<file path="config.mk">
export PLATFORM = sky130hd
export DESIGN_NAME = cache_mem_responder_flat
export DESIGN_NICKNAME = d
export VERILOG_FILES = /design/src/rtl/cache_mem_responder_pkg.sv /design/src/rtl/cache_mem_responder_if.sv /design/src/rtl/cache_mem_block_buffer.sv /design/src/rtl/cache_mem_responder.sv /design/src/flat_wrapper.sv
export SDC_FILE = /design/constraint.sdc
export NUM_CORES = 1
export LEC_CHECK = 0
export ABC_AREA = 1
export BUFFER_PORTS_ARGS = -buffer_cell sky130_fd_sc_hd__buf_2
export CAP_MARGIN = 20
export CORE_ASPECT_RATIO = 1.4
export CORE_MARGIN = 1
export CORE_UTILIZATION = 55
export CTS_CLUSTER_DIAMETER = 30
export DETAILED_ROUTE_END_ITERATION = 8
export PLACE_DENSITY = 0.73
export SYNTH_ARGS = -nofsm -noshare
export SYNTH_HDL_FRONTEND = slang
export SYNTH_SLANG_ARGS = --single-unit
</file>
<file path="constraint.sdc">
create_clock -name clock_i -period 7.8 [get_ports clock_i]
set_input_delay 0.39 -clock clock_i [delete_from_list [all_inputs] [get_ports clock_i]]
set_output_delay 0.39 -clock clock_i [all_outputs]
set_load 0.1 [all_outputs]
</file>
<file path="src/rtl/cache_mem_responder_pkg.sv">
// Shared types and default geometry for the cache-side memory responder.
// State encoding is fixed so it reads the same in waveforms and in the bench.
package cache_mem_responder_pkg;

  localparam int unsigned BW_WORD_ADDR = 16;
  localparam int unsigned BW_BLOCK     = 4;
  localparam int unsigned BLOCK_WORDS  = 2 ** BW_BLOCK;

  typedef enum logic [2:0] {
    StIdle     = 3'd0,
    StWrFill   = 3'd1,
    StWrCommit = 3'd2,
    StRdFetch  = 3'd3,
    StRdDrain  = 3'd4
  } state_e;

endpackage

</file>
<file path="src/rtl/cache_mem_responder_if.sv">
// Cache-side handshakes and the word-wide backing-memory port of the responder.
// Signal suffixes are from the responder's point of view.
interface cache_mem_responder_if
  import cache_mem_responder_pkg::*;
#(
  parameter int unsigned BW_ADDR = BW_WORD_ADDR
);

  logic               cache_en_o;
  logic               req_i;
  logic               req_block_i;
  logic               rw_i;
  logic [BW_ADDR-1:0] add_i;
  logic               ready_req_o;
  logic               write_i;
  logic [31:0]        data_i;
  logic               ready_write_o;
  logic               read_i;
  logic [31:0]        data_o;
  logic               ready_read_o;
  logic               mem_req_o;
  logic               mem_rw_o;
  logic [BW_ADDR-1:0] mem_addr_o;
  logic [31:0]        mem_data_o;
  logic               mem_ack_i;
  logic [31:0]        mem_data_i;

  modport slave (
    output cache_en_o, ready_req_o, ready_write_o, data_o, ready_read_o,
    output mem_req_o, mem_rw_o, mem_addr_o, mem_data_o,
    input  req_i, req_block_i, rw_i, add_i, write_i, data_i, read_i,
    input  mem_ack_i, mem_data_i
  );

  modport master (
    input  cache_en_o, ready_req_o, ready_write_o, data_o, ready_read_o,
    input  mem_req_o, mem_rw_o, mem_addr_o, mem_data_o,
    output req_i, req_block_i, rw_i, add_i, write_i, data_i, read_i,
    output mem_ack_i, mem_data_i
  );

endinterface

</file>
<file path="src/rtl/cache_mem_block_buffer.sv">
// Block-sized word buffer: one write port and one registered read port.
// A same-cycle write to the word being read is forwarded into the read register.
module cache_mem_block_buffer #(
  parameter int unsigned BW_BLK = 4
) (
  input  logic              clock_i,
  input  logic              reset_i,
  input  logic              we_i,
  input  logic [BW_BLK-1:0] waddr_i,
  input  logic [31:0]       wdata_i,
  input  logic [BW_BLK-1:0] raddr_i,
  output logic [31:0]       rdata_o
);

  localparam int unsigned Words = 2 ** BW_BLK;

  logic [31:0] mem_q [Words];
  logic [31:0] mem_d [Words];
  logic [31:0] rdata_q, rdata_d;

  always_comb begin
    mem_d = mem_q;
    if (we_i) begin
      mem_d[waddr_i] = wdata_i;
    end
    rdata_d = mem_d[raddr_i];
  end

  // Storage is deliberately not reset; only the read register is.
  always_ff @(posedge clock_i) begin
    mem_q <= mem_d;
  end

  always_ff @(posedge clock_i or posedge reset_i) begin
    if (reset_i) begin
      rdata_q <= '0;
    end else begin
      rdata_q <= rdata_d;
    end
  end

  assign rdata_o = rdata_q;

endmodule

</file>
<file path="src/rtl/cache_mem_responder.sv">
// Memory-side responder for one cache: captures a word/block request, buffers the
// data and moves it word by word to or from the backing memory.
module cache_mem_responder
  import cache_mem_responder_pkg::*;
#(
  parameter int unsigned BW_ADDR  = BW_WORD_ADDR,
  parameter int unsigned BW_BLK   = BW_BLOCK,
  parameter int unsigned EN_DELAY = 4
) (
  input logic                  clock_i,
  input logic                  reset_i,
  cache_mem_responder_if.slave bus
);

  localparam int unsigned        CntW    = BW_BLK + 1;
  localparam int unsigned        EnW     = (EN_DELAY > 2) ? $clog2(EN_DELAY) : 1;
  localparam logic [CntW-1:0]    LastBlk = CntW'(2 ** BW_BLK - 1);
  localparam logic [EnW-1:0]     EnLast  = EnW'(EN_DELAY - 1);
  localparam logic [BW_ADDR-1:0] BlkMask = BW_ADDR'(2 ** BW_BLK - 1);

  state_e             state_q, state_d;
  logic [CntW-1:0]    cnt_q, cnt_d;
  logic [BW_ADDR-1:0] base_q, base_d;
  logic               block_q, block_d;
  logic [EnW-1:0]     en_cnt_q, en_cnt_d;
  logic               cache_en_q, cache_en_d;

  logic        ready_req, last, buf_we;
  logic [31:0] buf_wdata, buf_rdata;

  always_comb begin
    en_cnt_d   = en_cnt_q;
    cache_en_d = cache_en_q;
    if (!cache_en_q) begin
      if (en_cnt_q == EnLast) begin
        cache_en_d = 1'b1;
      end else begin
        en_cnt_d = en_cnt_q + 1'b1;
      end
    end
  end

  assign ready_req = (state_q == StIdle) && cache_en_q;
  // One counter serves fill, commit, fetch and drain; the phases never overlap.
  assign last      = block_q ? (cnt_q == LastBlk) : (cnt_q == '0);

  always_comb begin
    state_d = state_q;
    cnt_d   = cnt_q;
    base_d  = base_q;
    block_d = block_q;
    unique case (state_q)
      StIdle: begin
        if (bus.req_i && ready_req) begin
          block_d = bus.req_block_i;
          base_d  = bus.req_block_i ? (bus.add_i & ~BlkMask) : bus.add_i;
          cnt_d   = '0;
          state_d = bus.rw_i ? StWrFill : StRdFetch;
        end
      end
      StWrFill: begin
        if (bus.write_i) begin
          cnt_d   = last ? '0 : cnt_q + 1'b1;
          state_d = last ? StWrCommit : StWrFill;
        end
      end
      StWrCommit: begin
        if (bus.mem_ack_i) begin
          cnt_d   = last ? '0 : cnt_q + 1'b1;
          state_d = last ? StIdle : StWrCommit;
        end
      end
      StRdFetch: begin
        if (bus.mem_ack_i) begin
          cnt_d   = last ? '0 : cnt_q + 1'b1;
          state_d = last ? StRdDrain : StRdFetch;
        end
      end
      StRdDrain: begin
        if (bus.read_i) begin
          cnt_d   = last ? '0 : cnt_q + 1'b1;
          state_d = last ? StIdle : StRdDrain;
        end
      end
      default: begin
        state_d = StIdle;
        cnt_d   = '0;
      end
    endcase
  end

  always_ff @(posedge clock_i or posedge reset_i) begin
    if (reset_i) begin
      state_q    <= StIdle;
      cnt_q      <= '0;
      base_q     <= '0;
      block_q    <= 1'b0;
      en_cnt_q   <= '0;
      cache_en_q <= 1'b0;
    end else begin
      state_q    <= state_d;
      cnt_q      <= cnt_d;
      base_q     <= base_d;
      block_q    <= block_d;
      en_cnt_q   <= en_cnt_d;
      cache_en_q <= cache_en_d;
    end
  end

  assign buf_we    = ((state_q == StWrFill) && bus.write_i) ||
                     ((state_q == StRdFetch) && bus.mem_ack_i);
  assign buf_wdata = (state_q == StWrFill) ? bus.data_i : bus.mem_data_i;

  // Read index is the next count, so the registered head is ready when it is needed.
  cache_mem_block_buffer #(
    .BW_BLK (BW_BLK)
  ) u_buffer (
    .clock_i (clock_i),
    .reset_i (reset_i),
    .we_i    (buf_we),
    .waddr_i (cnt_q[BW_BLK-1:0]),
    .wdata_i (buf_wdata),
    .raddr_i (cnt_d[BW_BLK-1:0]),
    .rdata_o (buf_rdata)
  );

  assign bus.cache_en_o    = cache_en_q;
  assign bus.ready_req_o   = ready_req;
  assign bus.ready_write_o = (state_q == StWrFill);
  assign bus.ready_read_o  = (state_q == StRdDrain);
  assign bus.data_o        = (state_q == StRdDrain) ? buf_rdata : '0;
  assign bus.mem_req_o     = (state_q == StWrCommit) || (state_q == StRdFetch);
  assign bus.mem_rw_o      = (state_q == StWrCommit);
  assign bus.mem_addr_o    = bus.mem_req_o ? (base_q + BW_ADDR'(cnt_q)) : '0;
  assign bus.mem_data_o    = (state_q == StWrCommit) ? buf_rdata : '0;

endmodule

</file>
<file path="src/flat_wrapper.sv">
// flat-port wrapper written by rule: the top's interface ports become plain ports
module cache_mem_responder_flat import cache_mem_responder_pkg::*;
#(
  parameter int unsigned BW_ADDR  = BW_WORD_ADDR,
  parameter int unsigned BW_BLK   = BW_BLOCK,
  parameter int unsigned EN_DELAY = 4
)
  (clock_i, reset_i, bus_cache_en_o, bus_ready_req_o, bus_ready_write_o, bus_data_o, bus_ready_read_o, bus_mem_req_o, bus_mem_rw_o, bus_mem_addr_o, bus_mem_data_o, bus_req_i, bus_req_block_i, bus_rw_i, bus_add_i, bus_write_i, bus_data_i, bus_read_i, bus_mem_ack_i, bus_mem_data_i);
  cache_mem_responder_if #(.BW_ADDR(BW_ADDR)) bus_i ();
  input logic clock_i;
  input logic reset_i;
  output wire logic [$bits(bus_i.cache_en_o)-1:0] bus_cache_en_o;
  output wire logic [$bits(bus_i.ready_req_o)-1:0] bus_ready_req_o;
  output wire logic [$bits(bus_i.ready_write_o)-1:0] bus_ready_write_o;
  output wire logic [$bits(bus_i.data_o)-1:0] bus_data_o;
  output wire logic [$bits(bus_i.ready_read_o)-1:0] bus_ready_read_o;
  output wire logic [$bits(bus_i.mem_req_o)-1:0] bus_mem_req_o;
  output wire logic [$bits(bus_i.mem_rw_o)-1:0] bus_mem_rw_o;
  output wire logic [$bits(bus_i.mem_addr_o)-1:0] bus_mem_addr_o;
  output wire logic [$bits(bus_i.mem_data_o)-1:0] bus_mem_data_o;
  input wire logic [$bits(bus_i.req_i)-1:0] bus_req_i;
  input wire logic [$bits(bus_i.req_block_i)-1:0] bus_req_block_i;
  input wire logic [$bits(bus_i.rw_i)-1:0] bus_rw_i;
  input wire logic [$bits(bus_i.add_i)-1:0] bus_add_i;
  input wire logic [$bits(bus_i.write_i)-1:0] bus_write_i;
  input wire logic [$bits(bus_i.data_i)-1:0] bus_data_i;
  input wire logic [$bits(bus_i.read_i)-1:0] bus_read_i;
  input wire logic [$bits(bus_i.mem_ack_i)-1:0] bus_mem_ack_i;
  input wire logic [$bits(bus_i.mem_data_i)-1:0] bus_mem_data_i;
  assign bus_cache_en_o = bus_i.cache_en_o;
  assign bus_ready_req_o = bus_i.ready_req_o;
  assign bus_ready_write_o = bus_i.ready_write_o;
  assign bus_data_o = bus_i.data_o;
  assign bus_ready_read_o = bus_i.ready_read_o;
  assign bus_mem_req_o = bus_i.mem_req_o;
  assign bus_mem_rw_o = bus_i.mem_rw_o;
  assign bus_mem_addr_o = bus_i.mem_addr_o;
  assign bus_mem_data_o = bus_i.mem_data_o;
  assign bus_i.req_i = bus_req_i;
  assign bus_i.req_block_i = bus_req_block_i;
  assign bus_i.rw_i = bus_rw_i;
  assign bus_i.add_i = bus_add_i;
  assign bus_i.write_i = bus_write_i;
  assign bus_i.data_i = bus_data_i;
  assign bus_i.read_i = bus_read_i;
  assign bus_i.mem_ack_i = bus_mem_ack_i;
  assign bus_i.mem_data_i = bus_mem_data_i;
  cache_mem_responder #(.BW_ADDR(BW_ADDR), .BW_BLK(BW_BLK), .EN_DELAY(EN_DELAY)) u_core (.clock_i(clock_i), .reset_i(reset_i), .bus(bus_i));
endmodule
</file>
# [Word level (Yosys, flattened, before mapping)]
# Cells that the tools add are included.
[totals] latch_bits=0 in_bits=88 ram_bits=0 regBits=572 out_inout_bits=86 romBits=0 mem_count=0
[classes] n_eq_ne=12 muxes=32 div_mod_pow=0 shift=0 reduce_logical=14 n_lt_le_gt_ge=3 addsub=3 mul=0 n_bitwise=4
[op_table] op="$bwmux W512" count=1
[op_table] op="$mux W512" count=1
[op_table] op="$mux W32" count=6
[op_table] op="$bmux W32 S4" count=1
[op_table] op="$demux W32 S4" count=1
[op_table] op="$mux W5" count=5
[op_table] op="$mux W3" count=7
[op_table] op="$pmux W5 S4" count=1
[op_table] op="$add A16 B5 Y16" count=1
[op_table] op="$mux W16" count=1
[op_table] op="$pmux W3 S5" count=1
[op_table] op="$ge A5 B5 Y1 const B" count=2
[op_table] op="$not A4 Y5" count=2
[op_table] op="$ne A2 B1 Y1 const B" count=4
[op_table] op="$eq A3 B2 Y1 const B" count=2
[op_table] op="$mux W2" count=3
[op_table] op="$add A5 B1 Y5 const B" count=1
[op_table] op="$eq A5 B4 Y1 const B" count=1
[op_table] op="$logic_and A1 B1 Y1" count=5
[op_table] op="$logic_not A5 Y1" count=1
[op_table] op="$lt A5 B1 Y1 const B" count=1
[op_table] op="$reduce_and A5 Y1" count=1
[op_table] op="$mux W4" count=1
[op_table] op="$ne A2 B2 Y1 const B" count=2
[op_table] op="other kinds (11)" count=16

# [Longest topological paths before layout]
# Gate-level depths: netlist (run 1).
[logic_depth] depth_word=10 depth_mapped=19 mapped_depth_nobuf=16

# [Hierarchy]
# A second synthesis (run 1) with hierarchy kept.
[hier_totals] hier_cells=3934 hier_area_um2=26346.5
[by_module_without_submodules] mod="cache_mem_block_buffer" area_per_inst_um2=23541.3 cells_each=3424 n_inst=1
[by_module_without_submodules] mod="cache_mem_responder" area_per_inst_um2=2805.2 cells_each=510 n_inst=1

# [Worst setup path after synthesis (run 1)]
# OpenSTA, ideal clock, no wires.
[synth_timing] path_type="register -> output" from="register u_core.state_q[2]" to="output port bus_mem_data_o[10]" path_buffers=2 slack_ns=3.329 stages_incl_launch_ff=8 t_arrival_ns=4.081 path_cell_list="dfrtp_1 > buf_4 > nor2_1 > clkinv_1 > nor2_1 > inv_1 > clkbuf_1 > nor2_1"
[synth_between] elab_chain_len=2
[synth_lines] element="from (decl)" line="cache_mem_responder.sv:21" source="state_e state_q, state_d;"
[synth_lines] element="from (signal assigned)" line="cache_mem_responder.sv:94" source="state_q <= StIdle;"
[synth_lines] element="from (signal assigned)" line="cache_mem_responder.sv:101" source="state_q <= state_d;"
[synth_lines] element="$eq A3 B2 Y1"
[synth_lines] element="net bus_mem_rw_o" line="flat_wrapper.sv:18" source="output wire logic [$bits(bus_i.mem_rw_o)-1:0] bus_mem_rw_o;"
[synth_lines] element="$mux W32" line="cache_mem_responder.sv:135" source="assign bus.mem_data_o = (state_q == StWrCommit) ? buf_rdata : '0;"
[synth_lines] element="to (decl)" line="flat_wrapper.sv:20" source="output wire logic [$bits(bus_i.mem_data_o)-1:0] bus_mem_data_o;"
# The timed path passes the listed nets, and every way through them passes these cells.

# [Final worst setup path (run 1)]
[layout_timing] from="register u_core.state_q[1]" to="register u_core.u_buffer.rdata_q[7], in the netlist u_core.u_buffer.rdata_o[7]"
[layout_between] elab_chain_len=9
[layout_lines] element="$logic_not A3 Y1" line="cache_mem_responder.sv:43, cache_mem_responder.sv:52"
[layout_lines] element="$logic_and A1 B1 Y1" line="cache_mem_responder.sv:43" source="assign ready_req = (state_q == StIdle) && cache_en_q;"
[layout_lines] element="$logic_and A1 B1 Y1" line="cache_mem_responder.sv:54" source="if (bus.req_i && ready_req) begin"
[layout_lines] element="$mux W5" line="cache_mem_responder.sv:54"
[layout_lines] element="$pmux W5 S4" line="cache_mem_responder.sv:52" source="unique case (state_q)"
[layout_lines] element="$not A4 Y5 (not written as such)" line="cache_mem_block_buffer.sv:26" source="rdata_d = mem_d[raddr_i];"
[layout_lines] element="$bmux W32 S4 (*)" line="cache_mem_block_buffer.sv:26"
[layout_lines] element="$mux W32 (not written as such) (*) (2 in a row)" line="cache_mem_block_buffer.sv:26"
[layout_lines] element="net u_core.u_buffer.rdata_d[7]" line="cache_mem_block_buffer.sv:19" source="logic [31:0] rdata_q, rdata_d;"
[layout_lines] element="to (signal assigned)" line="cache_mem_block_buffer.sv:38" source="rdata_q <= rdata_d;"
[layout_lines] element="to (decl)" line="cache_mem_block_buffer.sv:19"
# Mark *: on every way through the listed nets, which the timed path passes. The rest lies on a longest branch. The select of a mux whose other input is x is not followed.
# A chain may end at the register's enable or synchronous reset.

==> results of run 1 <==
cells in the mapped netlist:
library cell / n
buf_1: 14
buf_6: 3
dfrtp_1: 60
fa_1: 1
dfxtp_1: 512
nand3_2: 11
nand3b_1: 33
a211oi_1: 1
nand2_4: 1
a22o_1: 4
o211ai_1: 1
buf_2: 133
nor2_4: 1
ha_1: 11
nor2_1: 93
clkinv_1: 2
nand3_1: 589
nor4_1: 2
a21oi_2: 1
nand3_4: 4
a21oi_1: 19
nor3_1: 3
nand2_2: 2
nand2_1: 1179
nand4_1: 130
xor2_1: 4
o22ai_2: 2
nor2_2: 1
o22ai_1: 2
nor2_8: 1
buf_4: 10
o21ai_1: 55
a31oi_1: 1
clkbuf_1: 137
o21ai_0: 346
inv_1: 1152
or2_2: 1
inv_2: 5
worst max-delay path, cell delays in order, from the launching register on:
cell and delay (ns):
dfrtp_1 0.40, inv_2 0.25, nor2_1 0.70, nand2_1 0.18, nand2_1 0.12, inv_1 0.08
nand3_4 0.62, nand3_4 0.55, inv_4 0.86, buf_12 0.35, nand2_1 0.11, nand3_1 0.11
nand3_1 0.09, nand3_1 0.12, nand2_1 0.07
metrics by stage:
step	cell area, µm²	hold slack (ns)	util	setup slack, ns	total power [W]
floorplan	28900	0.446	-	3.33	0.0101
global placement	29600	0.464	0.569	3.18	0.0116
detailed placement	29600	0.475	0.569	3.09	0.0117
CTS	33200	0.0639	0.638	3.01	0.0162
global route	33200	0.137	0.638	2.58	0.0173
finish	33200	0.0770	0.638	2.96	0.0162
power by group:
part | internal [W] | leakage [nW] | switching (W) | total, W
Clock | 0.00284 | 1.68 | 0.00155 | 0.00439
Combinational | 0.00189 | 11.8 | 0.00583 | 0.00773
Sequential | 0.00382 | 4.89 | 0.000310 | 0.00413
placed cells by master, fill, tap and decap left out, drive strengths merged:
master	n
nand2	1182
inv	1166
nand3	604
dfxtp	512
o21ai	401
buf	206
nand4	130
clkbuf	130
nor2	96
dfrtp	60
nand3b	33
clkinv	33
a21oi	20
dlygate4sd3	17
ha	11
bufinv	10
clkinvlp	6
xor2	4
a22o	4
o22ai	4
nor3	3
nor4	2
or2	1
a211oi	1
o211ai	1
a31oi	1
fa	1
layer usage:
metal / track usage / wire length [µm] / up-vias
met5: 0 / 0 / -
met4: 0.155 / 3570 / 0
met3: 0.0434 / 6220 / 211
met2: 0.543 / 39900 / 1043
met1: 0.380 / 34500 / 12521
li1: - / - / 13716
state kept, by name, summed over array words and instances, names as in the netlist:
signal and cells:
u_core.u_buffer.mem_q 512, u_core.u_buffer.rdata_o 32, u_core.base_q 16, u_core.cnt_q 5, u_core.state_q 3, u_core.en_cnt_q 2, u_core.block_q 1, u_core.bus.cache_en_o 1
cell families after synthesis:
logic type / Yosys count
xor gates and xnor gates: 4
DFF: 572
AOI/OAI and AO/OA: 432
adders and majority gates: 12
buffers and inverters: 1456
and+or+nand+nor: 2051
final timing paths:
kind                                    start                          end  slack [ns]  cells after the start
setup / recovery            u_core.state_q[1]   u_core.u_buffer.rdata_o[7]        2.96                     14
hold / removal                bus_req_block_i               u_core.block_q        0.08                      3
setup reg to reg            u_core.state_q[1]   u_core.u_buffer.rdata_o[7]        2.96                     14
hold reg to reg            u_core.en_cnt_q[0]           u_core.en_cnt_q[0]        0.48                      1
max in group asynchronous             reset_i  u_core.u_buffer.rdata_o[25]        6.72                      5
min in group asynchronous             reset_i   u_core.u_buffer.rdata_o[2]        0.44                      4
layout make-up:
class / count / area [µm²]
Multi-Input combinational cell: 2499 / 11500
Fill cell: 4762 / 18800
Clock inverter: 56 / 653
Sequential cell: 572 / 11800
Inverter: 1159 / 4350
Tap cell: 656 / 821
Timing Repair Buffer: 223 / 1320
Clock buffer: 130 / 2770
==> summary.md, run 1 <==
| Metric | Value |
|---|---|
| Largest family of logic cells by synthesized area | simple AND/OR/NAND/NOR gates |
| Routed WL per cell | about 16 µm |
| Tot GR Track Use | 0.313 |
| Ys Warns | 0 |
| Starting Density | 0.555 |
| Final Hold Fails | 0 |
| Area contributors post-synth | dfxtp_1 (35%), nand2_1 (15%), inv_1 (15%) |
| First-pass GRT wire length | between 100000 and 150000 µm |
| Syn nets | 4627 |
| Synth Area in Compound Gates | 0.0763 |
| Post-synthesis instance total | 4527 |
| Post-route ant nets | 0 |
| Fmax | ~210 MHz |
| Area growth syn-to-layout | 14.9% |
| Count of final setup violators | 0 |
| Largest net degree at the start of global routing | 227 |
| Mapped cell area | approximately 29000 µm² |
| Adder-cell share of the synthesized area | 0.00546 |
| Detail Placement HPWL | about 47000 µm |
| Vias | approximately 27000 |
| CP endpoint kind | flop |
| Avg Inst Size Synth | between 6 and 7 µm² |
| Mux cell area share after synthesis | 0 |
| FP Rows | ~100 |
| DRC Markers | 0 |
| CORE AREA | 52000 µm² |
| Outcome | finished, final reports clean |
| Die height | 273 µm |
| Hold-fix buffer count after cts | 16 |
| DR vias/cell | 5.19 |
| Final Slew Violations | 0 |
| WL final | 84200 µm |
| P_leak | ~18 nW |
| Cts bufs inserted | 100 |
| Worst slew pin tran | ~1.3 ns |
| Number of antenna violations at the first check in global routing | 0 |
| Die area | about 53000 µm² |
| Vias in the first global route | about 26000 |
| CTS tree | done |
| Max-cap violations | 0 |
| Area leader, netlist | dfxtp_1 |
| Nets | roughly 4700 |
| Peak VDD IR | ~0.00067 V |
| Fraction of layout cells with a size suffix above 1 | 0.0897 |
| Grt ovf | 0 |
| Clock Latency Late Sink | roughly 0.65 ns |
| RSZ-0062 raised after global routing | false |
| Max-Slew Margin vs Limit | 0.123 |
| Htree depth | 3 |
| Non-Filler Instances | approximately 5300 |
| Count of cell types in the netlist | 38 |
| Register area share after synthesis | 0.407 |
| WS Path Type | reg -> reg |
| Worst path arrival time | approximately 5.4 ns |
| HP Class | in -> reg |
| Clock Skew | roughly 0.030 ns |
| Seq cells post-synth | ~570 |
| CTS resizes | 0 |
| Simple-gate area share of the yosys netlist | 0.313 |
| Minimum clock period | slightly below 5 ns |
| # diodes | 0 |
| Post-CTS setup buffers | 0 |
| XOR/XNOR Fraction of Synth Area | 0.00121 |
| PwrDens | 489 nW/µm² |
| First drt pass iteration count | 6 |
| Crit start category | flop |
| Period utilization | 0.621 |
| Clock buffer depth | 3 |
| Reg clk slew, reported paths | 0.05 ns |
| Initial DRC count | about 2400 |
| Synth top area share | 0.355 |
| CP Max Fanout | 75 |
| Port buffer count | about 170 |
| Placed cell count | 5091 |
| Data required time of the worst path | 8.32 ns |
| Clk sinks | roughly 570 |
| Setup tns final | 0 ns |
| # IOs | roughly 170 |
| Clk root buf | clkbuf_16 |
| Die W | 196 µm |
| Routability cong. | between 0.8 and 0.9 |
Power figures use the tool's default switching activity.
==> run 2: changes to the inputs <==
==> constraint.sdc (replaced) <==
create_clock -name clock_i -period 4.9 [get_ports clock_i]
set_input_delay 0.245 -clock clock_i [delete_from_list [all_inputs] [get_ports clock_i]]
set_output_delay 0.245 -clock clock_i [all_outputs]
set_load 0.1 [all_outputs]
==> summary.md, run 2 (synthesized netlist as in run 1, its figures left out) <==
| Metric | Value |
|---|---|
| Non-Filler Instances | 5323 (was 5295) |
| R2R Path Start | u_core.state_q[1] (unchanged) |
| Fraction of layout cells with a size suffix above 1 | 0.0947 (was 0.0897) |
| PwrDens | 780 nW/µm² (was 489 nW/µm²) |
| Die area | 53500 µm² (unchanged) |
| Max-Slew Margin vs Limit | 0.338 (was 0.123) |
| Peak VDD IR | 0.000742 V (was 0.000670 V) |
| # diodes | 0 (unchanged) |
| Post-route ant nets | 0 (unchanged) |
| Htree depth | 3 (unchanged) |
| Cts bufs inserted | 98 (was 100) |
| Commonest non-fill, non-tap cell in the layout | nand2_1 (unchanged) |
| DR vias/cell | 5.20 (was 5.19) |
| Cell area after placement | 29800 µm² (was 29600 µm²) |
| DRC Markers | 0 (unchanged) |
| CP Max Fanout | 35 (was 75) |
| Grt ovf | 0 (unchanged) |
| Vias in the first global route | 25687 (was 25579) |
| Final Hold Fails | 0 (unchanged) |
| CTS resizes | 0 (unchanged) |
| Reg2reg setup slack | 1.15 ns (was 2.96 ns) |
| Area growth syn-to-layout | 16.2% (was 14.9%) |
| Post-Route Utilization | 0.646 (was 0.638) |
| WS Path Type | reg -> out (was reg -> reg) |
| Number of antenna violations at the first check in global routing | 1 (was 0) |
| Detail Placement HPWL | 49400 µm (was 46600 µm) |
| Clock Skew | 0.0207 ns (was 0.0296 ns) |
| Max reg flops | 512 (unchanged) |
| Routability cong. | 0.861 (was 0.859) |
| Critical Path Source | u_core.state_q[1] (unchanged) |
| CP endpoint kind | primary output (was flop) |
| Reg2Reg Depth | 12 (was 14) |
| Routed WL per cell | 15.9 µm (about the same) |
| Clock Latency Late Sink | 0.66 ns (was 0.65 ns) |
| RSZ-0062 raised after global routing | false (unchanged) |
| Count of final setup violators | 0 (unchanged) |
| Layout fillers | 4772 (was 4762) |
| Max-cap violations | 0 (unchanged) |
| Placed cell count | 5115 (was 5091) |
| Design Power | 0.0262 W (was 0.0162 W) |
| Final Slew Violations | 0 (unchanged) |
| WL final | 84800 µm (was 84200 µm) |
| Outcome | finished, final reports clean (unchanged) |
| Worst setup path end | bus_mem_data_o[7] (was u_core.u_buffer.rdata_o[7]) |
| Final design area excluding fillers | 33600 µm² (was 33200 µm²) |
| CTS tree | done (unchanged) |
| Port buffer count | 173 (unchanged) |
| # IOs | 174 (unchanged) |
| Largest net degree at the start of global routing | 128 (was 227) |
| Fmax | approximately 250 MHz |
| CORE AREA | 52000 µm² (unchanged) |
| Reg clk slew, reported paths | 0.06 ns (was 0.05 ns) |
| Crit start category | flop (unchanged) |
| Minimum clock period | about 4.0 ns |
| Worst path arrival time | 3.80 ns (was 5.36 ns) |
| Worst slew pin tran | 0.993 ns (was 1.32 ns) |
| Clk root buf | clkbuf_16 (unchanged) |
| First-pass GRT wire length | 135000 µm (was 133000 µm) |
| Data required time of the worst path | 4.66 ns (was 8.32 ns) |
| First drt pass iteration count | 6 (unchanged) |
| Die W | 196 µm (unchanged) |
| Clk sinks | 572 (unchanged) |
| Starting Density | 0.555 (unchanged) |
| Clock buffer depth | 3 (unchanged) |
| HP Class | in -> reg (unchanged) |
| Die height | 273 µm (unchanged) |
| Largest Register | u_core.u_buffer.mem_q (unchanged) |
| Tot GR Track Use | 0.316 (was 0.313) |
| FP Rows | 99 (unchanged) |
| Period utilization | 0.826 |
| RR Endpoint | u_core.u_buffer.rdata_o[19] (was u_core.u_buffer.rdata_o[7]) |
| Most frequent cells in the layout | nand2_1 (1177), inv_1 (1150), nand3_1 (588) (unchanged) |
| P_leak | 18.5 nW (was 18.3 nW) |
| Initial DRC count | 2442 (was 2443) |
| Nets | 4684 (was 4655) |
| Setup tns final | 0 ns (unchanged) |
| Vias | 27691 (was 27491) |
==> run 2: changes by cell type in the layout (fill, tap and decap cells not counted), sizes merged <==
cell         change
bufinv           +3
dlygate4sd3      +8
clkbuf          -17
clkinv           -1
inv              +3
clkinvlp         +9
buf             +23
==> run 2: worst min-delay path by stage <==
stage	to	depth (start not counted)	start
final	u_core.u_buffer.mem_q[326]	7	bus_mem_data_i[6]
after global routing	u_core.u_buffer.mem_q[72]	7	bus_mem_data_i[8]
after CTS	u_core.u_buffer.mem_q[326]	7	bus_mem_data_i[6]
after detailed placement	u_core.base_q[13]	2	reset_i
after global placement	u_core.base_q[13]	2	reset_i
after floorplan	u_core.base_q[10]	2	bus_add_i[10]
==> run 2: timing repair <==
action	CTS	global route
setup buffers	0	0
hold buffers	25	0
endpoints found under the hold margin	53	0
==> run 2: per-layer routing <==
| metal | wire (µm) | share of wire | GRT usage | up-vias |
|---|---|---|---|---|
| li1 | - | - | - | 13761 |
| met1 | 34500 | 0.41 | 0.389 | 12549 |
| met2 | 40000 | 0.47 | 0.542 | 1137 |
| met3 | 6580 | 0.078 | 0.0415 | 244 |
| met4 | 3780 | 0.045 | 0.161 | 0 |
| met5 | 0 | 0 | 0 | - |
==> run 2: final cells by class <==
type	instances	area, µm²	share of cell area
tap	656	821	0.0244
multi-input combinational	2499	11500	0.344
inverter	1159	4350	0.130
timing repair buffer	254	1620	0.0484
clock buffer	113	2580	0.0768
clock inverter	70	917	0.0273
sequential	572	11800	0.350
==> run 2: worst max-delay path, stage by stage, from the launching register on <==
cell and delay [ns]:
dfrtp_1 0.40, inv_2 0.26, nor2_1 0.73, clkinv_1 0.52, nor2_1 0.27, inv_1 0.06
buf_4 0.28, nor2_1 0.15, buf_2 0.44
==> run 2: metrics by stage <==
step | setup slack [ns] | hold WS [ns]
finish | 0.852 | 0.111
global placement | 1.27 | 0.385
detailed placement | 1.24 | 0.387
CTS | 0.881 | 0.0880
global route | 0.556 | 0.164
floorplan | 0.574 | 0.355
==> run 2: where the power goes <==
part	total [W]	internal (W)	switching, W
Sequential	0.00656	0.00608	0.000481
Combinational	0.0125	0.00314	0.00939
Clock	0.00712	0.00454	0.00258
